File: src/rtl/s2mm_cmd_generator_if.sv
// Command stream and status return channel between the S2MM command generator and the DataMover.
// The master side drives commands and consumes status strobes.
interface s2mm_cmd_generator_if;
    logic [71:0] m_axis_cmd_tdata;
    logic        m_axis_cmd_tvalid;
    logic        m_axis_cmd_tready;
    logic        sts_valid;
    logic        sts_ok;
    logic [3:0]  sts_tag;

    modport master (
        output m_axis_cmd_tdata,
        output m_axis_cmd_tvalid,
        input  m_axis_cmd_tready,
        input  sts_valid,
        input  sts_ok,
        input  sts_tag
    );

    modport slave (
        input  m_axis_cmd_tdata,
        input  m_axis_cmd_tvalid,
        output m_axis_cmd_tready,
        output sts_valid,
        output sts_ok,
        output sts_tag
    );
endinterface

File: src/rtl/s2mm_cmd_generator.sv
// Splits a host transfer into tagged DataMover S2MM commands and tracks their status returns.
// Define S2MM_ERR_ABORT_EN to stop presenting new commands after the first error.
module s2mm_cmd_generator #(
    parameter int CHUNK_BYTES     = 4096,
    parameter int MAX_OUTSTANDING = 4
) (
    input  logic                         s_axi_clk,
    input  logic                         s_axi_resetn,
    input  logic                         start,
    input  logic [31:0]                  base_addr,
    input  logic [31:0]                  total_bytes,
    s2mm_cmd_generator_if.master         cmd_if,
    output logic                         busy,
    output logic                         done,
    output logic                         error,
    output logic [15:0]                  cmd_count
);

    typedef enum logic [1:0] {
        IDLE,
        ISSUE,
        WAIT_STS
    } state_t;

    localparam logic [31:0] CHUNK     = 32'(CHUNK_BYTES);
    localparam logic [22:0] CHUNK_BTT = 23'(CHUNK_BYTES);
    localparam logic [3:0]  MAX_OUT   = 4'(MAX_OUTSTANDING);

    state_t      state_q, state_d;
    logic [31:0] addr_q, addr_d;
    logic [31:0] remaining_q, remaining_d;
    logic [3:0]  tag_q, tag_d;
    logic [3:0]  exp_tag_q, exp_tag_d;
    logic [3:0]  outstanding_q, outstanding_d;
    logic [15:0] cmd_count_q, cmd_count_d;
    logic        error_q, error_d;
    logic        done_q, done_d;
    logic        tvalid_q, tvalid_d;
    logic [71:0] tdata_q, tdata_d;

    logic        hs;
    logic        sts_err;
    logic        sts_dec;
    logic        abort;
    logic        last_chunk;
    logic [22:0] chunk_btt;

    always_comb begin
        state_d       = state_q;
        addr_d        = addr_q;
        remaining_d   = remaining_q;
        tag_d         = tag_q;
        exp_tag_d     = exp_tag_q;
        cmd_count_d   = cmd_count_q;
        error_d       = error_q;
        done_d        = 1'b0;
        tvalid_d      = tvalid_q;
        tdata_d       = tdata_q;
        sts_err       = 1'b0;
        sts_dec       = 1'b0;

        hs         = tvalid_q & cmd_if.m_axis_cmd_tready;
        last_chunk = (remaining_q <= CHUNK);
        chunk_btt  = last_chunk ? remaining_q[22:0] : CHUNK_BTT;

        // Statuses return in issue order, so the oldest outstanding tag is the only legal one.
        if (cmd_if.sts_valid) begin
            if (outstanding_q == 4'd0) begin
                sts_err = 1'b1;
            end else begin
                sts_dec   = 1'b1;
                exp_tag_d = exp_tag_q + 4'd1;
                if ((cmd_if.sts_tag != exp_tag_q) || !cmd_if.sts_ok) begin
                    sts_err = 1'b1;
                end
            end
        end
        if (sts_err) begin
            error_d = 1'b1;
        end
        outstanding_d = outstanding_q + {3'b000, hs} - {3'b000, sts_dec};

`ifdef S2MM_ERR_ABORT_EN
        abort = error_q | sts_err;
`else
        abort = 1'b0;
`endif

        case (state_q)
            IDLE: begin
                if (start) begin
                    error_d     = 1'b0;
                    cmd_count_d = 16'd0;
                    tag_d       = 4'd0;
                    exp_tag_d   = 4'd0;
                    addr_d      = base_addr;
                    remaining_d = total_bytes;
                    if (total_bytes == 32'd0) begin
                        done_d = 1'b1;
                    end else begin
                        state_d = ISSUE;
                    end
                end
            end
            ISSUE: begin
                // Always insert one idle cycle after a handshake before the next command.
                if (tvalid_q) begin
                    if (cmd_if.m_axis_cmd_tready) begin
                        tvalid_d    = 1'b0;
                        addr_d      = addr_q + {9'd0, tdata_q[22:0]};
                        remaining_d = remaining_q - {9'd0, tdata_q[22:0]};
                        tag_d       = tag_q + 4'd1;
                        if (cmd_count_q != 16'hFFFF) begin
                            cmd_count_d = cmd_count_q + 16'd1;
                        end
                        if (tdata_q[30]) begin
                            state_d = WAIT_STS;
                        end
                    end
                end else if (abort) begin
                    state_d = WAIT_STS;
                end else if (outstanding_q < MAX_OUT) begin
                    tvalid_d = 1'b1;
                    tdata_d  = {4'h0, tag_q, addr_q, 1'b0, last_chunk, 6'h00, 1'b1, chunk_btt};
                end
            end
            WAIT_STS: begin
                if (outstanding_q == 4'd0) begin
                    state_d = IDLE;
                    done_d  = 1'b1;
                end
            end
            default: begin
                state_d = IDLE;
            end
        endcase
    end

    always_ff @(posedge s_axi_clk or negedge s_axi_resetn) begin
        if (!s_axi_resetn) begin
            state_q       <= IDLE;
            addr_q        <= 32'd0;
            remaining_q   <= 32'd0;
            tag_q         <= 4'd0;
            exp_tag_q     <= 4'd0;
            outstanding_q <= 4'd0;
            cmd_count_q   <= 16'd0;
            error_q       <= 1'b0;
            done_q        <= 1'b0;
            tvalid_q      <= 1'b0;
            tdata_q       <= 72'd0;
        end else begin
            state_q       <= state_d;
            addr_q        <= addr_d;
            remaining_q   <= remaining_d;
            tag_q         <= tag_d;
            exp_tag_q     <= exp_tag_d;
            outstanding_q <= outstanding_d;
            cmd_count_q   <= cmd_count_d;
            error_q       <= error_d;
            done_q        <= done_d;
            tvalid_q      <= tvalid_d;
            tdata_q       <= tdata_d;
        end
    end

    assign cmd_if.m_axis_cmd_tdata  = tdata_q;
    assign cmd_if.m_axis_cmd_tvalid = tvalid_q;
    assign busy      = (state_q != IDLE);
    assign done      = done_q;
    assign error     = error_q;
    assign cmd_count = cmd_count_q;

endmodule

File: src/flat_wrapper.sv
// flat-port wrapper written by rule: the top's interface ports become plain ports
module s2mm_cmd_generator_flat 
#(
    parameter int CHUNK_BYTES     = 4096,
    parameter int MAX_OUTSTANDING = 4
)
  (s_axi_clk, s_axi_resetn, start, base_addr, total_bytes, busy, done, error, cmd_count, cmd_if_m_axis_cmd_tdata, cmd_if_m_axis_cmd_tvalid, cmd_if_m_axis_cmd_tready, cmd_if_sts_valid, cmd_if_sts_ok, cmd_if_sts_tag);
  s2mm_cmd_generator_if cmd_if_i ();
  input  logic s_axi_clk;
  input  logic s_axi_resetn;
  input  logic start;
  input  logic [31:0] base_addr;
  input  logic [31:0] total_bytes;
  output logic busy;
  output logic done;
  output logic error;
  output logic [15:0] cmd_count;
  output wire logic [$bits(cmd_if_i.m_axis_cmd_tdata)-1:0] cmd_if_m_axis_cmd_tdata;
  output wire logic [$bits(cmd_if_i.m_axis_cmd_tvalid)-1:0] cmd_if_m_axis_cmd_tvalid;
  input wire logic [$bits(cmd_if_i.m_axis_cmd_tready)-1:0] cmd_if_m_axis_cmd_tready;
  input wire logic [$bits(cmd_if_i.sts_valid)-1:0] cmd_if_sts_valid;
  input wire logic [$bits(cmd_if_i.sts_ok)-1:0] cmd_if_sts_ok;
  input wire logic [$bits(cmd_if_i.sts_tag)-1:0] cmd_if_sts_tag;
  assign cmd_if_m_axis_cmd_tdata = cmd_if_i.m_axis_cmd_tdata;
  assign cmd_if_m_axis_cmd_tvalid = cmd_if_i.m_axis_cmd_tvalid;
  assign cmd_if_i.m_axis_cmd_tready = cmd_if_m_axis_cmd_tready;
  assign cmd_if_i.sts_valid = cmd_if_sts_valid;
  assign cmd_if_i.sts_ok = cmd_if_sts_ok;
  assign cmd_if_i.sts_tag = cmd_if_sts_tag;
  s2mm_cmd_generator #(.CHUNK_BYTES(CHUNK_BYTES), .MAX_OUTSTANDING(MAX_OUTSTANDING)) u_core (.s_axi_clk(s_axi_clk), .s_axi_resetn(s_axi_resetn), .start(start), .base_addr(base_addr), .total_bytes(total_bytes), .cmd_if(cmd_if_i), .busy(busy), .done(done), .error(error), .cmd_count(cmd_count));
endmodule
File: config.mk
export PLATFORM = sky130hd
export DESIGN_NAME = s2mm_cmd_generator_flat
export DESIGN_NICKNAME = d
export VERILOG_FILES = /design/src/rtl/s2mm_cmd_generator_if.sv /design/src/rtl/s2mm_cmd_generator.sv /design/src/flat_wrapper.sv
export SDC_FILE = /design/constraint.sdc
export NUM_CORES = 1
export LEC_CHECK = 0
export BUFFER_PORTS_ARGS = -buffer_cell sky130_fd_sc_hd__buf_4
export CAP_MARGIN = 20
export CORE_ASPECT_RATIO = 1.2
export CORE_MARGIN = 4
export CORE_UTILIZATION = 56
export DETAILED_ROUTE_END_ITERATION = 16
export PLACE_DENSITY = 0.92
export SYNTH_ARGS = -nofsm -noshare
export SYNTH_HDL_FRONTEND = slang
export SYNTH_SLANG_ARGS = --single-unit
File: constraint.sdc
create_clock -name s_axi_clk -period 5.5 [get_ports s_axi_clk]
set_clock_uncertainty 0.05 [all_clocks]
set_input_delay 1.1 -clock s_axi_clk [delete_from_list [all_inputs] [get_ports s_axi_clk]]
set_output_delay 1.1 -clock s_axi_clk [all_outputs]
set_load 0.1 [all_outputs]
==> results of run 1 <==
-- final timing paths --
| check | from | end | slack, ns | cells past startpoint |
|---|---|---|---|---|
| max | u_core.cmd_if.m_axis_cmd_tdata[0] | u_core.addr_q[28] | 2.19 | 10 |
| min | u_core.cmd_if.m_axis_cmd_tdata[38] | u_core.cmd_if.m_axis_cmd_tdata[38] | 0.42 | 2 |
| max reg2reg | u_core.cmd_if.m_axis_cmd_tdata[0] | u_core.addr_q[28] | 2.19 | 10 |
| min reg2reg | u_core.cmd_if.m_axis_cmd_tdata[38] | u_core.cmd_if.m_axis_cmd_tdata[38] | 0.42 | 2 |
| max in group asynchronous | s_axi_resetn | u_core.state_q[0] | 3.71 | 2 |
| min in group asynchronous | s_axi_resetn | u_core.cmd_if.m_axis_cmd_tdata[1] | 0.65 | 1 |
-- power by group through the flow --
stage               clock network [mW]  logic [mW]  registers, mW
floorplan                            0        2.28           2.74
global placement                     0        3.93           1.93
detailed placement                   0        4.04           1.94
CTS                               1.21        4.06           1.93
global route                      1.26        4.45           1.99
finish                            1.20        4.11           1.95
-- flip-flops by register name, indices dropped and copies added, names as in the netlist --
register / cells
u_core.cmd_if.m_axis_cmd_tdata: 61
u_core.addr_q: 32
u_core.remaining_q: 32
u_core.cmd_count: 16
u_core.exp_tag_q: 4
u_core.outstanding_q: 4
u_core.tag_q: 4
u_core.state_q: 2
u_core.cmd_if.m_axis_cmd_tvalid: 1
u_core.done: 1
u_core.error: 1
-- Yosys cell counts (4+ instances only) --
library cell	count	area share (%)
a21oi_1	85	4.3
o211ai_1	5	0.38
xor2_1	22	2.0
a311oi_1	4	0.36
o21ai_0	77	3.9
o21a_1	10	0.77
clkbuf_1	42	1.6
nor2_1	82	3.1
and3_1	14	0.89
nor2b_1	8	0.51
nand3_1	20	1.0
buf_1	4	0.15
o21ai_1	14	0.72
inv_1	48	1.8
o21bai_1	8	0.61
or3_1	25	1.6
nand2b_1	5	0.32
nor4_1	14	0.89
o22ai_1	25	1.6
a21o_1	28	2.1
nand2_1	207	7.9
buf_4	11	0.84
buf_2	6	0.31
a31oi_1	10	0.64
nor3_1	23	1.2
xnor2_1	30	2.7
ha_1	55	7.0
mux2i_1	9	0.92
a211oi_1	10	0.77
and4_1	5	0.45
dfrtp_1	158	40
o31ai_1	8	0.61
nand4_1	15	0.96
and2_1	4	0.26
-- area by class of cell --
type                       instances  area share [%]
tap                              216            2.32
sequential                       158            33.9
timing repair buffer             165            10.7
inverter                          49            1.58
clock inverter                    14            1.39
clock buffer                      18            3.68
multi-input combinational        889            46.4
-- cell families after synthesis --
group	Yosys count	share of synthesized area (%)
other cells	1	0.0383
fa+ha+maj	58	7.64
mux	9	0.920
buf+inv	113	4.91
flops	158	40.4
compound gates	324	21.3
simple gates	435	20.1
xor+xnor	52	4.65
-- cells in the final DEF (no fill, tap or decap), types with 11 or more instances in the layout --
cell / n
a21o_1: 27
a21oi_1: 84
and3_1: 14
buf_4: 163
clkbuf_16: 17
conb_1: 11
dfrtp_1: 157
ha_1: 55
inv_1: 48
nand2_1: 207
nand3_1: 20
nand4_1: 15
nor2_1: 81
nor3_1: 23
nor4_1: 14
o21ai_0: 77
o21ai_1: 14
o22ai_1: 25
or3_1: 25
xnor2_1: 30
xor2_1: 22
-- through the flow --
step                hold WS (ns)  utilization (%)  instance area [sq um]
floorplan                  0.404                -                   9830
global placement           0.405             64.9                  11100
detailed placement         0.413             64.9                  11100
CTS                        0.431             68.3                  11600
global route               0.445             68.4                  11700
finish                     0.424             68.4                  11700
-- critical path, cell delays in order, from the launching register on --
cell and delay [ns]:
dfrtp_1 0.42, ha_1 0.26, fa_1 0.43, a211oi_1 0.34, nor2_1 0.11, o31ai_1 0.47
a21boi_2 0.20, a41oi_2 0.39, o31ai_2 0.17, a211oi_1 0.26, a311oi_1 0.08
-- routing by layer --
metal / up-vias / share of wire (%) / GRT usage (%) / wire, microns
met1: 4506 / 39 / 38.6 / 11300
met3: 108 / 8.6 / 4.71 / 2490
met2: 544 / 48 / 48.3 / 14000
li1: 4329 / - / - / -
met5: - / 0 / 0 / 0
met4: 0 / 4.5 / 13.6 / 1320
==> results.yml, run 1 <==
routing:
  ant_nets: 0
  wl_microns: 29100
  detail_route.wl_per_cell_microns: 19.3
  drt_first_pass_iters: 6
  vias: 9487
  initialDrtViolationCount: 943
  detail_route.vias_per_cell: 6.29
  route.detailed.drc: 0
final_layout:
  area_delta_synth_final_pct: 19.1
  fin_cells: 1509
  fillers: 1307
  final_layout_size_suffix_gt1_share_pct: 16.9
  antenna_cells_inserted: 0
  multi_input_area_sq_um: 5410
  design.final.nets: 1412
  register_area_sq_um: 3960
clock_tree:
  cts.reportedPaths.clkPinSlew_ns: 0.08
  hold_buffers: 0
  cts-resized-gates: 0
  cts.root.buffer_cell: "clkbuf_16"
  cts_tree: "yes"
  numClockSinks: 158
  postCtsSetupRepairBufs: 0
  cts-root-to-sink-buffers: 2
  clock_tree.htree_level_count: 4
  clock_insertion_delay_worst_skew_ns: 0.44
  tritoncts.num_buffers: 17
yosys:
  postSynthAreaPerCell_sq_um: 8.51
  synth_cells: 1150
  synth_cell_type_count: 69
  syn_area_sq_um: 9790
  postSynth.topFlopCell: "dfrtp_1"
  asyncSetResetFlopFracSynth_pct: 100
  synth-seq-cells: 158
  seq_area_frac_synth_pct: 40.4
  ys.warnings.count: 0
  synth_enable_flop_cells: 0
min_path:
  hold_path_class: "reg2reg"
power:
  pwr-share-comb_pct: 56.6
  power.ir.vdd_worst_uv: 306
  p_sw_share_pct: 52.1
  finalPower_mw: 7.25
  switching_power_mw: 3.78
  power.share.sequential_pct: 26.8
  intPower_mw: 3.48
  power.leakage_nw: 5.53
  cellPowerDensity_nw_per_um2: 622
  p_clk_share_pct: 16.5
setup_path:
  cp-end-kind: "flip-flop"
  timing.critical_path.arrival_ns: 3.56
  cp-start-kind: "flip-flop"
  timing.critical_path.required_ns: 5.75
  worstSetupPathType: "reg2reg"
  worst-path-max-fanout: 4
sta:
  fin_crit_ns: 3.31
  period_utilisation_layout_pct: 60.1
  slew_viol_final: 0
  tns_ns: 0
  final-setup-viol-count: 0
  timing_hold_violations_final: 0
  maxSlewHeadroom_pct: 37.2
  timing.fmax_ghz: 0.302
  worst-slew-pin-transition_ns: 0.943
  rsz0062_at_grt: "no"
  final.setup.worst_slack_ns: 2.19
job:
  maxCapViolations: 0
floorplanning:
  dieHeight_microns: 153
  core_region_area_sq_um: 17000
  design.portCount: 166
  dieArea_sq_um: 19700
  floorplan.rows: 52
  effective_utilization_at_floorplan_pct: 57.4
  floorplan.die.width_microns: 129
global_routing:
  grt_max_degree: 83
  grt.total_usage_pct: 29.6
  grt_overflow_total: 0
  antenna_found_initial: 0
  first_pass_grt_wire_length_microns: 47000
  first_global_vias: 9321
placement:
  place_hpwl_microns: 21100
  port_buffers: 154
  detailedPlace.worstSlack_ns: 1.82
  post-place-cells: 1476
  gp_congestion: 0.992
outcome:
  run_status: "finished, final reports clean"
Note: power is estimated with default switching activity, not from simulation.
==> run 2, diff against run 1 <==
- ABC_AREA: unset -> 1
- PLACE_DENSITY: 0.92 -> 0.9
- clock period: 5.5 -> 3.4 ns (I/O delays scaled with it)
==> run 2 against run 1 <==
- core utilization is 2.1 points lower
- global-route usage hardly changed
- sequential power is 64% higher
- combinational power is 84% higher
- flip-flop and latch count stayed put
- die area is 17% higher
- power is 74% higher
- final cell count is 45% higher
- sequential share of layout area is 4.5 points lower
- non-clock buffer count is 3 higher
- critical path type is now reg2out
==> results.yml, run 2 <==
yosys:
  synth_enable_flop_cells: 0
  ys.warnings.count: 0
  postSynthAreaPerCell_sq_um: 6.55
  synth-seq-cells: 158
  yosysTopAreaCell: "dfrtp_1"
  postSynth.topFlopCell: "dfrtp_1"
  yosysMostFrequentCell: "nand2_1"
  syn_area_sq_um: 11500
  seq_area_frac_synth_pct: 34.3
  synthDominantCellAreaShare_pct: 34.3
  synth_top_cells_by_count: "597 x nand2_1, 281 x inv_1, 202 x nor2_1"
  synth.top_cells.by_area: "dfrtp_1 34%, nand2_1 19%, inv_1 9.2%, nor2_1 6.6%, ha_1 6.0%"
  synth_cell_type_count: 42
  asyncSetResetFlopFracSynth_pct: 100
  synth_cells: 1758
power:
  switching_power_mw: 6.92
  p_sw_share_pct: 55.0
  power.share.sequential_pct: 25.3
  intPower_mw: 5.67
  power.ir.vdd_worst_uv: 712
  power.leakage_nw: 7.42
  p_clk_share_pct: 14.6
  cellPowerDensity_nw_per_um2: 938
  pwr-share-comb_pct: 60.0
setup_path:
  timing.critical_path.slowest_cell_delay_ns: 0.47
  cp-end-kind: "primary output"
  timing.critical_path.required_ns: 2.67
  cpLargestDelayFamily: "buffers and inverters"
  critPathBufInv: 3
  crit_top_cell: "buf_4"
  worst_path_max_delay_cell: "dfrtp_2"
  crit_path_cell_trace: "buf_4 > nor2_1 > inv_1 > buf_4"
  worstSetupPathType: "reg2out"
  worst-path-max-fanout: 33
  timing.critical_path.arrival_ns: 1.89
  cp-start-kind: "flip-flop"
sta:
  slew_viol_final: 0
  fin_crit_ns: 2.62
  maxSlewHeadroom_pct: 48.3
  period_utilisation_layout_pct: 77.2
  final-setup-viol-count: 0
  timing.fmax_ghz: 0.381
  worst-slew-pin-transition_ns: 0.775
  timing_hold_violations_final: 0
  tns_ns: 0
  rsz0062_at_grt: "no"
global_routing:
  grt_max_degree: 70
  first_global_vias: 11360
  grt.total_usage_pct: 29.7
  antenna_found_initial: 0
  grt_overflow_total: 0
  first_pass_grt_wire_length_microns: 55300
clock_tree:
  cts-resized-gates: 0
  postCtsSetupRepairBufs: 0
  hold_buffers: 0
  cts.reportedPaths.clkPinSlew_ns: 0.07
  tritoncts.num_buffers: 17
  cts_tree: "yes"
  cts-root-to-sink-buffers: 2
  clock_insertion_delay_worst_skew_ns: 0.44
  cts.root.buffer_cell: "clkbuf_16"
  clock_tree.htree_level_count: 4
  numClockSinks: 158
routing:
  route.detailed.drc: 0
  vias: 11681
  initialDrtViolationCount: 933
  detail_route.vias_per_cell: 5.36
  wl_microns: 34200
  drt_first_pass_iters: 8
  detail_route.wl_per_cell_microns: 15.7
  ant_nets: 0
floorplanning:
  design.portCount: 166
  dieArea_sq_um: 22900
  floorplan.rows: 57
  core_region_area_sq_um: 20300
  dieHeight_microns: 165
  effective_utilization_at_floorplan_pct: 56.8
  floorplan.die.width_microns: 139
final_layout:
  design.final.nets: 2035
  finish.instance_area_sq_um: 13400
  area_delta_synth_final_pct: 16.6
  flip_flop_count_of_the_largest_register_all_copies_and_words_added: 61
  mostFrequentLayoutCell: "nand2_1"
  antenna_cells_inserted: 0
  final_layout_size_suffix_gt1_share_pct: 12.5
  most-common-layout-cells: "597 x nand2_1, 281 x inv_1, 202 x nor2_1"
outcome:
  run_status: "finished, final reports clean"
job:
  maxCapViolations: 0
placement:
  gp_congestion: 1.02
  place_hpwl_microns: 26200
  port_buffers: 154
  postPlaceCellArea_sq_um: 12900
min_path:
  hold_path_class: "in2async"
## run 2: cell count changes after synthesis, sizes merged, moves of 11 or more
cell	delta
inv	+241
or3	-25
clkbuf	-23
a211oi	-11
nand2	+395
a21oi	-40
nor2	+127
and3	-14
a21o	-28
xnor2	-22
nand3	+87
buf	+11
## run 2: cells by family after synthesis
kind of cell	after synthesis	synth area share, %
buffers and inverters	342	12.1
adder cells (fa/ha/maj)	58	6.50
XOR/XNOR	40	3.04
AND/OR/NAND/NOR	975	34.8
flip-flops	158	34.3
AO/OA/AOI/OAI	184	9.24
other	1	0.0326
## run 2: worst paths after layout
kind	start	end	slack, ns	cells after the start
max reg2reg	u_core.state_q[0]	u_core.cmd_count[10]	0.95	12
max in group asynchronous	s_axi_resetn	u_core.cmd_if.m_axis_cmd_tdata[15]	2.34	2
min in group s_axi_clk	u_core.cmd_if.m_axis_cmd_tdata[23]	u_core.cmd_if.m_axis_cmd_tdata[23]	0.43	1
max	u_core.state_q[0]	busy	0.78	4
min reg2reg	u_core.cmd_if.m_axis_cmd_tdata[23]	u_core.cmd_if.m_axis_cmd_tdata[23]	0.43	1
min	s_axi_resetn	u_core.outstanding_q[1]	0.18	1
## run 2: through the flow
stage	hold slack (ns)	setup slack (ns)	instances	power, mW	utilization [%]
final	0.184	0.775	2181	12.6	66.3
after global routing	0.247	0.705	2181	13.5	66.3
after CTS	0.207	0.767	2181	12.5	66.3
after detailed placement	0.411	0.740	2149	10.6	63.5
after global placement	0.401	0.853	2149	10.5	63.5
after floorplan	0.334	0.849	1768	8.82	-
## run 2: metal layers
metal,wire [microns],track usage (%)
met5,0,0
met4,1050,11.0
met3,2550,4.90
met2,17000,52.6
met1,13600,36.6
## run 2: power by group through the flow
stage / registers [mW] / logic [mW] / clock network [mW]
2_1_floorplan: 4.50 / 4.32 / 0
3_3_place_gp: 3.17 / 7.30 / 0
3_5_place_dp: 3.18 / 7.46 / 0
4_1_cts: 3.17 / 7.52 / 1.86
5_1_grt: 3.26 / 8.31 / 1.93
6_report: 3.19 / 7.56 / 1.84
## run 2: final cells by class
class                           instances  area (sq um)
Fill cell                            1810          6830
Multi-Input combinational cell       1268          6210
Sequential cell                       158          3960
Timing Repair Buffer                  168          1280
Inverter                              290          1100
Clock buffer                           19           453
Tap cell                              265           332
Clock inverter                         13           105
==> run 3, diff against run 2 <==
- clock period: 3.4 -> 2.45 ns (I/O delays scaled with it)
==> run 3 against run 2 <==
- die area unchanged
- worst setup slack got worse by 0.61 ns
- critical path depth stayed put
- largest cell class unchanged
==> results.yml, run 3 (synthesized netlist as in run 2, its figures left out) <==
outcome:
  run_status: "finished, final reports clean"
job:
  maxCapViolations: 0
setup_path:
  length_in_cells_of_the_worst_reg_to_reg_path: 12
  cp-end-kind: "primary output"
  reg2reg_slack_ns: 0.17
  cpLargestDelayFamily: "buffers and inverters"
  timing.critical_path.arrival_ns: 1.75
  critPathBufInv: 3
  worstSetupPathType: "reg2out"
  launching_point_of_the_worst_reg2reg_path: "u_core.cmd_if.m_axis_cmd_tdata[0]"
  critical_path.reg2reg.endpoint: "u_core.remaining_q[28]"
  timing.critical_path.slowest_cell_delay_ns: 0.47
  crit_path_cell_trace: "buf_4 > nor2_2 > inv_1 > buf_4"
  timing.critical_path.required_ns: 1.91
  worst_path_max_delay_cell: "dfrtp_2"
  crit_top_cell: "buf_4"
  cp-start-kind: "flip-flop"
  worst-path-max-fanout: 14
clock_tree:
  numClockSinks: 158
  cts-root-to-sink-buffers: 2
  cts.reportedPaths.clkPinSlew_ns: 0.07
  postCtsSetupRepairBufs: 0
  cts_tree: "yes"
  tritoncts.num_buffers: 17
  clock_insertion_delay_worst_skew_ns: 0.44
  cts.root.buffer_cell: "clkbuf_16"
  clock_tree.htree_level_count: 4
sta:
  maxSlewHeadroom_pct: 52.0
  timing.fmax_ghz: 0.437
  timing_hold_violations_final: 0
  period_utilisation_layout_pct: 93.4
  final-setup-viol-count: 0
  tns_ns: 0
  final.setup.worst_slack_ns: 0.163
  fin_crit_ns: 2.29
  worst-slew-pin-transition_ns: 0.718
  rsz0062_at_grt: "no"
  slew_viol_final: 0
power:
  pwr-share-comb_pct: 59.5
  power.ir.vdd_worst_uv: 1010
  p_clk_share_pct: 15.7
  intPower_mw: 8.23
  switching_power_mw: 9.69
  cellPowerDensity_nw_per_um2: 1320
  power.leakage_nw: 7.46
  finalPower_mw: 17.9
  power.share.sequential_pct: 24.7
  p_sw_share_pct: 54.1
routing:
  wl_microns: 34800
  route.detailed.drc: 0
  initialDrtViolationCount: 926
  met1_wire_length_microns: 13900
  drt_first_pass_iters: 7
  routed_length_on_met2_microns: 17100
  detail_route.wl_per_cell_microns: 15.9
  vias: 11748
  ant_nets: 0
  detail_route.vias_per_cell: 5.38
  route.met3.wl_microns: 2470
  topRoutingLayerUsed: "met4"
global_routing:
  first_pass_grt_wire_length_microns: 56100
  grt_max_degree: 72
  antenna_found_initial: 0
  grt_overflow_total: 0
  first_global_vias: 11594
  grt.total_usage_pct: 30.3
floorplanning:
  floorplan.die.width_microns: 139
  dieHeight_microns: 165
  design.portCount: 166
  dieArea_sq_um: 22900
  core_region_area_sq_um: 20300
  effective_utilization_at_floorplan_pct: 56.8
  floorplan.rows: 57
placement:
  detailedPlace.worstSlack_ns: 0.182
  gp_congestion: 0.990
  place_hpwl_microns: 26600
  port_buffers: 154
  postPlaceCellArea_sq_um: 12900
min_path:
  min_path_cells: 3
  hold_path_end: "u_core.error"
  hold_path_class: "in2reg"
  hp-start: "cmd_if_sts_valid"
final_layout:
  final_layout_size_suffix_gt1_share_pct: 13.0
  mostFrequentLayoutCell: "nand2_1"
  area_delta_synth_final_pct: 17.8
  design.final.nets: 2036
  antenna_cells_inserted: 0
  fillers: 1779
  finish.instance_area_sq_um: 13600
  postLayoutCoreUtil_pct: 67.0
  flip_flop_count_of_the_largest_register_all_copies_and_words_added: 61
  most-common-layout-cells: "597 x nand2_1, 281 x inv_1, 201 x nor2_1"
## run 3: cell count changes in the layout (fill, tap and decap cells not counted), moves of 2 or more
cell / delta
buf_12: +4
dfrtp_2: +8
dfrtp_1: -8
bufinv_16: +3
clkinv_4: -2
buf_4: -4
## run 3: worst register-to-register path, cell delays in order, from the launching register on
cell and delay, ns:
dfrtp_2 0.43, ha_1 0.24, fa_1 0.41, inv_1 0.12, nand3_1 0.09, nand3_1 0.15
nand3_1 0.09, nand3_1 0.21, nand2_1 0.11, nand3_1 0.10, nand3_1 0.08, nand2_1 0.06
nand2_1 0.04
## run 3: final cells by class
| type | instances | area, sq um | share of cell area (%) |
|---|---|---|---|
| flip-flops and latches | 158 | 3970 | 29.2 |
| repair buffers | 169 | 1340 | 9.86 |
| clock buffers | 20 | 457 | 3.37 |
| inverters | 290 | 1100 | 8.08 |
| well taps | 265 | 332 | 2.44 |
| clock inverters | 12 | 159 | 1.17 |
| multi-input cells | 1268 | 6220 | 45.8 |
## run 3: power groups by stage
stage	clock (mW)	sequential, mW	combinational, mW
after floorplan	0	6.25	5.99
after global placement	0	4.40	10.3
after detailed placement	0	4.43	10.5
after CTS	2.85	4.40	10.6
after global routing	2.95	4.54	11.7
final	2.82	4.43	10.7
## run 3: per-layer routing
| layer | vias up | track usage, % |
|---|---|---|
| li1 | 5754 | - |
| met1 | 5480 | 36.8 |
| met2 | 430 | 53.5 |
| met3 | 84 | 5.47 |
| met4 | 0 | 12.3 |
| met5 | - | 0 |
## run 3: worst max-delay path by stage
stage	startpoint	cells past startpoint	slack, ns	endpoint
2_1_floorplan	u_core.cmd_if.m_axis_cmd_tdata[4]	13	0.01	u_core.remaining_q[31]
3_3_place_gp	u_core.cmd_if.m_axis_cmd_tdata[6]	10	0.26	u_core.addr_q[17]
3_5_place_dp	u_core.cmd_if.m_axis_cmd_tdata[0]	12	0.18	u_core.addr_q[20]
4_1_cts	u_core.state_q[0]	4	0.03	busy
5_1_grt	u_core.cmd_if.m_axis_cmd_tdata[0]	12	0.001	u_core.remaining_q[28]
6_report	u_core.state_q[0]	4	0.16	busy
## run 3: metrics by stage
| stage | hold slack [ns] | std cells |
|---|---|---|
| 2_1_floorplan | 0.144 | 1768 |
| 3_3_place_gp | 0.402 | 2149 |
| 3_5_place_dp | 0.411 | 2149 |
| 4_1_cts | 0.268 | 2182 |
| 5_1_grt | 0.280 | 2182 |
| 6_report | 0.277 | 2182 |
## run 3: timing repair
item | CTS | global route
hold buffers | 1 | 0
endpoints found under the setup margin | 0 | 4
resized for setup | 0 | 3
hold endpoints to repair | 47 | 0
